**src/rtl/fll_controller_param_if.sv**
```systemverilog
// Control/status bundle between the FLL controller and its host.
// The host drives the reference and mode controls; the controller returns trim and status.
interface fll_controller_param_if #(
  parameter int TRIM_W = 26,
  parameter int CODE_W = 5,
  parameter int DIV_W  = 5
) ();
  logic              enable;
  logic              hold;
  logic              osc;
  logic [DIV_W-1:0]  div;
  logic [TRIM_W-1:0] trim;
  logic [CODE_W-1:0] code;
  logic              locked;
  logic [1:0]        state;
  logic              osc_lost;

  modport master (
    output enable, hold, osc, div,
    input  trim, code, locked, state, osc_lost
  );

  modport slave (
    input  enable, hold, osc, div,
    output trim, code, locked, state, osc_lost
  );
endinterface

```
**src/rtl/fll_controller_param.sv**
```systemverilog
// Frequency-locked-loop controller: counts DCO clocks per reference period and steps a thermometer trim.
// Defining FLL_OSC_LOSS_EN enables reference-loss detection on counter saturation.
module fll_controller_param #(
  parameter int TRIM_W      = 26,
  parameter int CODE_W      = 5,
  parameter int DIV_W       = 5,
  parameter int CNT_W       = 8,
  parameter int SYNC_STAGES = 3,
  parameter int TOL         = 0,
  parameter int ACQ_STEP    = 4,
  parameter int ACQ_THRESH  = 2,
  parameter int LOCK_COUNT  = 8,
  parameter int INIT_CODE   = 0
) (
  input logic                  clock,
  input logic                  reset,
  fll_controller_param_if.slave bus
);

  typedef enum logic [1:0] {
    IDLE    = 2'd0,
    ACQUIRE = 2'd1,
    TRACK   = 2'd2,
    HOLD    = 2'd3
  } state_t;

  localparam int                   LC_W     = $clog2(LOCK_COUNT + 1);
  localparam logic [CNT_W-1:0]     CNT_MAX  = '1;
  localparam logic [LC_W-1:0]      LOCK_MAX = LC_W'(LOCK_COUNT);
  localparam logic [CODE_W-1:0]    INIT     = CODE_W'(INIT_CODE);
  localparam logic signed [CNT_W:0] TOL_S   = (CNT_W+1)'(TOL);
  localparam logic signed [CNT_W:0] THR_S   = (CNT_W+1)'(ACQ_THRESH);

  function automatic logic [TRIM_W-1:0] therm(input logic [CODE_W-1:0] c);
    logic [TRIM_W-1:0] t;
    for (int i = 0; i < TRIM_W; i++) t[i] = (CODE_W'(i) < c);
    return t;
  endfunction

  // Saturating step toward either end of the trim range; never wraps.
  function automatic logic [CODE_W-1:0] step_code(input logic [CODE_W-1:0] c,
                                                  input int step, input logic up);
    int t;
    t = up ? int'(c) + step : int'(c) - step;
    if (t > TRIM_W) t = TRIM_W;
    if (t < 0) t = 0;
    return CODE_W'(t);
  endfunction

  localparam logic [TRIM_W-1:0] TRIM_INIT = therm(INIT);

  logic [SYNC_STAGES-1:0] sync_reg;
  logic                   prev_reg;
  logic                   osc_edge;
  logic [CNT_W-1:0]       cnt_reg, cnt_next;
  state_t                 state_reg, state_next;
  logic [CODE_W-1:0]      code_reg, code_next;
  logic [TRIM_W-1:0]      trim_reg, trim_next;
  logic [LC_W-1:0]        lock_cnt_reg, lock_cnt_next;
  logic                   locked_reg, locked_next;
  logic                   first_reg, first_next;
  logic                   lost_reg, lost_next;
  logic signed [CNT_W:0]  err, abs_err;

  assign osc_edge = sync_reg[SYNC_STAGES-1] & ~prev_reg;
  assign cnt_next = osc_edge ? CNT_W'(1) : ((cnt_reg == CNT_MAX) ? cnt_reg : cnt_reg + 1'b1);

  // cnt_reg on the edge cycle is the measured period.
  assign err     = $signed({1'b0, cnt_reg}) - $signed({{(CNT_W+1-DIV_W){1'b0}}, bus.div});
  assign abs_err = err[CNT_W] ? -err : err;

`ifdef FLL_OSC_LOSS_EN
  assign lost_next = osc_edge ? 1'b0 : ((cnt_reg == CNT_MAX) ? 1'b1 : lost_reg);
`else
  assign lost_next = 1'b0;
`endif

  generate
    for (genvar gi = 0; gi < TRIM_W; gi++) begin : g_therm
      assign trim_next[gi] = (CODE_W'(gi) < code_next);
    end
  endgenerate

  always_comb begin
    state_next    = state_reg;
    code_next     = code_reg;
    lock_cnt_next = lock_cnt_reg;
    locked_next   = locked_reg;
    first_next    = first_reg;

    if (!bus.enable) begin
      state_next    = IDLE;
      code_next     = INIT;
      lock_cnt_next = '0;
      locked_next   = 1'b0;
      first_next    = 1'b1;
    end else begin
      case (state_reg)
        IDLE: begin
          state_next = ACQUIRE;
          first_next = 1'b1;
        end
        HOLD: begin
          if (!bus.hold) state_next = TRACK;
        end
        default: begin
          if (bus.hold) begin
            state_next = HOLD;
          end else if (osc_edge) begin
            // A restarted count (after IDLE or reference loss) gives no valid period.
            if (first_reg || lost_reg) begin
              first_next = 1'b0;
            end else if (bus.div == '0) begin
              lock_cnt_next = '0;
            end else if (abs_err <= TOL_S) begin
              if (lock_cnt_reg != LOCK_MAX) lock_cnt_next = lock_cnt_reg + 1'b1;
              locked_next = (lock_cnt_next == LOCK_MAX);
              if (state_reg == ACQUIRE) state_next = TRACK;
            end else begin
              code_next     = step_code(code_reg, (state_reg == ACQUIRE) ? ACQ_STEP : 1,
                                        ~err[CNT_W]);
              lock_cnt_next = '0;
              locked_next   = 1'b0;
              if (state_reg == TRACK && abs_err > THR_S) state_next = ACQUIRE;
            end
          end
        end
      endcase
    end

    if (bus.div == '0 || lost_next) begin
      locked_next   = 1'b0;
      lock_cnt_next = '0;
    end
  end

  always_ff @(posedge clock or posedge reset) begin
    if (reset) begin
      sync_reg     <= '0;
      prev_reg     <= 1'b0;
      cnt_reg      <= '0;
      state_reg    <= IDLE;
      code_reg     <= INIT;
      trim_reg     <= TRIM_INIT;
      lock_cnt_reg <= '0;
      locked_reg   <= 1'b0;
      first_reg    <= 1'b1;
      lost_reg     <= 1'b0;
    end else begin
      sync_reg     <= {sync_reg[SYNC_STAGES-2:0], bus.osc};
      prev_reg     <= sync_reg[SYNC_STAGES-1];
      cnt_reg      <= cnt_next;
      state_reg    <= state_next;
      code_reg     <= code_next;
      trim_reg     <= trim_next;
      lock_cnt_reg <= lock_cnt_next;
      locked_reg   <= locked_next;
      first_reg    <= first_next;
      lost_reg     <= lost_next;
    end
  end

  assign bus.trim     = trim_reg;
  assign bus.code     = code_reg;
  assign bus.locked   = locked_reg;
  assign bus.state    = state_reg;
  assign bus.osc_lost = lost_reg;

endmodule

```
**src/flat_wrapper.sv**
```systemverilog
// flat-port wrapper written by rule: the top's interface ports become plain ports
module fll_controller_param_flat 
#(
  parameter int TRIM_W      = 26,
  parameter int CODE_W      = 5,
  parameter int DIV_W       = 5,
  parameter int CNT_W       = 8,
  parameter int SYNC_STAGES = 3,
  parameter int TOL         = 0,
  parameter int ACQ_STEP    = 4,
  parameter int ACQ_THRESH  = 2,
  parameter int LOCK_COUNT  = 8,
  parameter int INIT_CODE   = 0
)
  (clock, reset, bus_enable, bus_hold, bus_osc, bus_div, bus_trim, bus_code, bus_locked, bus_state, bus_osc_lost);
  fll_controller_param_if #(.TRIM_W(TRIM_W), .CODE_W(CODE_W), .DIV_W(DIV_W)) bus_i ();
  input logic clock;
  input logic reset;
  input wire logic [$bits(bus_i.enable)-1:0] bus_enable;
  input wire logic [$bits(bus_i.hold)-1:0] bus_hold;
  input wire logic [$bits(bus_i.osc)-1:0] bus_osc;
  input wire logic [$bits(bus_i.div)-1:0] bus_div;
  output wire logic [$bits(bus_i.trim)-1:0] bus_trim;
  output wire logic [$bits(bus_i.code)-1:0] bus_code;
  output wire logic [$bits(bus_i.locked)-1:0] bus_locked;
  output wire logic [$bits(bus_i.state)-1:0] bus_state;
  output wire logic [$bits(bus_i.osc_lost)-1:0] bus_osc_lost;
  assign bus_i.enable = bus_enable;
  assign bus_i.hold = bus_hold;
  assign bus_i.osc = bus_osc;
  assign bus_i.div = bus_div;
  assign bus_trim = bus_i.trim;
  assign bus_code = bus_i.code;
  assign bus_locked = bus_i.locked;
  assign bus_state = bus_i.state;
  assign bus_osc_lost = bus_i.osc_lost;
  fll_controller_param #(.TRIM_W(TRIM_W), .CODE_W(CODE_W), .DIV_W(DIV_W), .CNT_W(CNT_W), .SYNC_STAGES(SYNC_STAGES), .TOL(TOL), .ACQ_STEP(ACQ_STEP), .ACQ_THRESH(ACQ_THRESH), .LOCK_COUNT(LOCK_COUNT), .INIT_CODE(INIT_CODE)) u_core (.clock(clock), .reset(reset), .bus(bus_i));
endmodule
```
**config.mk**
```make
export PLATFORM = sky130hd
export DESIGN_NAME = fll_controller_param_flat
export DESIGN_NICKNAME = d
export VERILOG_FILES = /design/src/rtl/fll_controller_param_if.sv /design/src/rtl/fll_controller_param.sv /design/src/flat_wrapper.sv
export SDC_FILE = /design/constraint.sdc
export NUM_CORES = 1
export LEC_CHECK = 0
export BUFFER_PORTS_ARGS = -buffer_cell sky130_fd_sc_hd__buf_2
export CAP_MARGIN = 5
export CORE_UTILIZATION = 30
export CTS_BUF_LIST = sky130_fd_sc_hd__clkbuf_16
export CTS_CLUSTER_SIZE = 20
export DETAILED_ROUTE_END_ITERATION = 8
export PLACE_DENSITY = 0.44
export SYNTH_ARGS = -nofsm -noshare
export SYNTH_HDL_FRONTEND = slang
export SYNTH_SLANG_ARGS = --single-unit
```
**constraint.sdc**
```tcl
create_clock -name clock -period 5.25 [get_ports clock]
set_input_delay 0.525 -clock clock [delete_from_list [all_inputs] [get_ports clock]]
set_output_delay 0.525 -clock clock [all_outputs]
set_load 0.01 [all_outputs]
```
==> summary.md <==
In this run the power density over the cells is 386 nW/um^2. The largest net degree at the start of global routing is 51. The total global-route track usage was 0.141. The H-tree was split into 2 levels. The run gives 9820 um^2 as the placeable core area. The logs give 0.244 for the relative contribution of the clock network to total power and 10600 um^2 for the overall die area. The tool flagged a number of max-cap violations equal to 0. The starting density of the core came out at 0.312.

In the final layout, flip-flops and latches occupy 1250 um^2. The first-iteration detailed-routing DRC count was 67; the buffer count from post-CTS setup fixing was 0. In the final layout, the multi-input gates occupy 1640 um^2.

The wire-length estimate of the detail-placed layout is 5.04 mm. In this run, post-CTS hold repair placed 0 buffers. Synthesis produced a netlist whose cell count is 310. Final clock period utilization by the worst path: 0.765. The min-delay analysis places its worst path in the category input pin to flip-flop. The sequential share of power is 0.323, and the number of antenna-violating nets in the routed design is 0. For the number of primary I/O pins, the log shows 45. The critical path endpoint category was a flip-flop. The CTS buffer count is 5, and the critical path required time is 5.42 ns. The maximum vdd ir drop was 0.000141 V.

Ranked by total cell area, the synthesized netlist is headed by sky130_fd_sc_hd__dfrtp_1, sky130_fd_sc_hd__ha_1, sky130_fd_sc_hd__nor2_1, sky130_fd_sc_hd__o21ai_0, sky130_fd_sc_hd__mux2i_4. The post-route minimum period is 4.02 ns. The area share of the largest cell type after synthesis is 0.400. For the global routing met2 resource utilization, the log shows 0.229. Setup repair after global routing left no endpoint under its margin.

The floorplan has 36 rows. The run gives 0 as the initial antenna violation count. After detailed routing, the average wire length per cell comes to 13.9 um. The most used routing layer is met2.

For the tightest slew margin relative to the limit, the log shows 0.321. The number of port buffers is 43, and the clock network latency to the later pin of the worst-skew pair is 0.30 ns. For this run, the leading register cell type out of synthesis is sky130_fd_sc_hd__dfrtp_1. Summed over all nets, the switching power comes to 528 uW.

The flow ran to the end, and the final reports show no timing, DRC or antenna violations. The max-slew violation count came out at 0. The run gives 0.191 as the met1 track utilization from global routing.

In the post-synthesis netlist, the cell with the most instances is sky130_fd_sc_hd__dfrtp_1. After synthesis, the most frequently instantiated cells are sky130_fd_sc_hd__dfrtp_1, sky130_fd_sc_hd__nor2_1, sky130_fd_sc_hd__inv_1. TritonCTS built the clock tree.

The congestion estimate from routability-driven global placement came to 0.772. The tools report the clock root buffer master as sky130_fd_sc_hd__clkbuf_16. The number of optimization iterations in the first detailed-route pass is 4, and the average size of a mapped cell is 9.88 um^2.

The post-route clock skew was 0.0110 ns. The die span in x works out to 103 um. Summed over all cells, the static leakage comes to 0.00176 uW.

The critical path class was flip-flop to flip-flop. The logs give 2346 for the total via count in the routed design and 0.0393 for the met3 track demand over resource in global routing. The overall routed net length was 6.73 mm; the number of vias per cell after detailed routing was 4.83. The worst path meets setup with 1.23 ns of slack. For the filler cell count in the final layout, the log shows 1066. Summed over all failing endpoints, the final setup total negative slack is 0 ns. OpenSTA, run right after detailed placement, puts the worst setup slack at 1.09 ns.

Data on the critical path arrives at its endpoint at 4.19 ns. The worst-case clock buffer depth was 2. The synthesized design contains 0 enable-type register cells. The tools report the remaining routing DRC violations as 0. STA classifies the critical path startpoint as a flip-flop.

The flop and latch count out of synthesis came out at 50. Post-CTS repair changed the size of 0 cells. The setup-violating endpoint count in the final report came out at 0. Maximum clock rate: 0.249 GHz. Combinational fraction of design power: 0.434. Flip-flop count of the largest register after layout: 26. The largest total area in the synthesized netlist belongs to sky130_fd_sc_hd__dfrtp_1.

In this run the vertical extent of the chip is 103 um. After clock tree synthesis, the clock-pin slew on the worst setup and hold paths is 0.07 ns. The number of different library cells used by synthesis comes to 62.

For this design, the sink count on the clock tree is 50. The run gives 0.409 as the portion of the post-synthesis area used by sequential elements. The overflow left after global routing was 0.

The final count of hold timing violations came out at 0. Of all nets on the critical path, the largest fanout is 17. The first global-routing pass estimated 11.7 mm of wire. The design internal power was 831 uW; the net count reported at finish was 382. Compared with the post-synthesis result, the final layout area differs by 15.0%.

For the pin with the worst max-slew slack, the measured transition is 1.02 ns. The fraction of final layout cells with drive strength greater than 1 came out at 0.218. The switching share of power is 0.388, and the via count of the first global-routing pass is 2391. 0 antenna diodes ended up in the layout. For this run, the number of Yosys warnings is 0. The async set or reset register ratio after synthesis is 1.00, and the netlist area before placement is 3060 um^2. Across all hold checks on the routed design, the worst slack comes to 0.351 ns. The number of nets in the synthesized netlist came out at 340.
per-stage QoR:
step	util	area (um^2)	power, uW	instances
after floorplan	-	3060	933	310
after detailed placement	0.343	3370	1040	478
after CTS	0.359	3520	1380	486
after global routing	0.359	3520	1470	486
final	0.359	3520	1360	486
after global placement	0.343	3370	1040	478
power groups by stage:
stage / Sequential [uW] / Clock [uW] / Combinational (uW)
after floorplan: 440 / 0 / 493
after global placement: 446 / 0 / 590
after detailed placement: 447 / 0 / 593
after CTS: 440 / 342 / 598
after global routing: 444 / 358 / 672
final: 439 / 332 / 589
path summary, 6_finish.rpt:
path                            slack (ns)                           from  cells after the start                             to
worst min register to register        0.36   u_core.sync_reg[0]$_DFF_PP0_                      0   u_core.sync_reg[1]$_DFF_PP0_
worst min-delay path                  0.35                        bus_osc                      1   u_core.sync_reg[0]$_DFF_PP0_
max in group asynchronous             4.15                          reset                      2   u_core.bus.code[2]$_DFF_PP0_
worst max-delay path                  1.23  u_core.cnt_reg[0]$_DFFE_PP0P_                     14   u_core.bus.trim[5]$_DFF_PP0_
worst max register to register        1.23  u_core.cnt_reg[0]$_DFFE_PP0P_                     14   u_core.bus.trim[5]$_DFF_PP0_
min in group asynchronous             0.47                          reset                      2  u_core.bus.trim[24]$_DFF_PP0_
layout make-up:
class	instances	area share
flip-flops and latches	50	0.355
inverters	24	0.0256
clock inverters	3	0.00746
clock buffers	5	0.0355
well taps	133	0.0472
repair buffers	44	0.0632
multi-input cells	227	0.466
cells by family after synthesis:
logic type | synth area share
xor+xnor | 0.0396
buf+inv | 0.0580
flops | 0.409
simple gates | 0.177
fa+ha+maj | 0.0842
mux | 0.0462
other cells | 0.00122
compound gates | 0.185
placed cells by master, fill, tap and decap left out, drive strengths merged, types with 6 or more instances in the layout:
cell	count
nand2	23
dfrtp	49
mux2i	8
a21oi	15
buf	44
o21ai	27
nand2b	8
nor2b	7
a31oi	6
inv	26
nor3	7
ha	19
nor2	31
nand3	9
xor2	8
worst max-delay path, stage by stage, from the launching register on:
cell and delay [ns]:
sky130_fd_sc_hd__dfrtp_1 0.42, sky130_fd_sc_hd__inv_1 0.07, sky130_fd_sc_hd__ha_1 0.16, sky130_fd_sc_hd__inv_1 0.05
sky130_fd_sc_hd__fa_1 0.46, sky130_fd_sc_hd__xor2_1 0.22, sky130_fd_sc_hd__or3_4 0.38, sky130_fd_sc_hd__and2_2 0.21
sky130_fd_sc_hd__or4_4 0.43, sky130_fd_sc_hd__a221oi_4 0.45, sky130_fd_sc_hd__o21ai_0 0.23, sky130_fd_sc_hd__o311ai_2 0.12
sky130_fd_sc_hd__buf_4 0.25, sky130_fd_sc_hd__and2_1 0.33, sky130_fd_sc_hd__nand2_1 0.10
per-layer routing:
metal  wire length, um  share of wire
met1              3310           0.49
met2              3120           0.46
met3               263          0.039
met4                36         0.0053
met5                 0              0
Note: power is estimated with default switching activity, not from simulation.
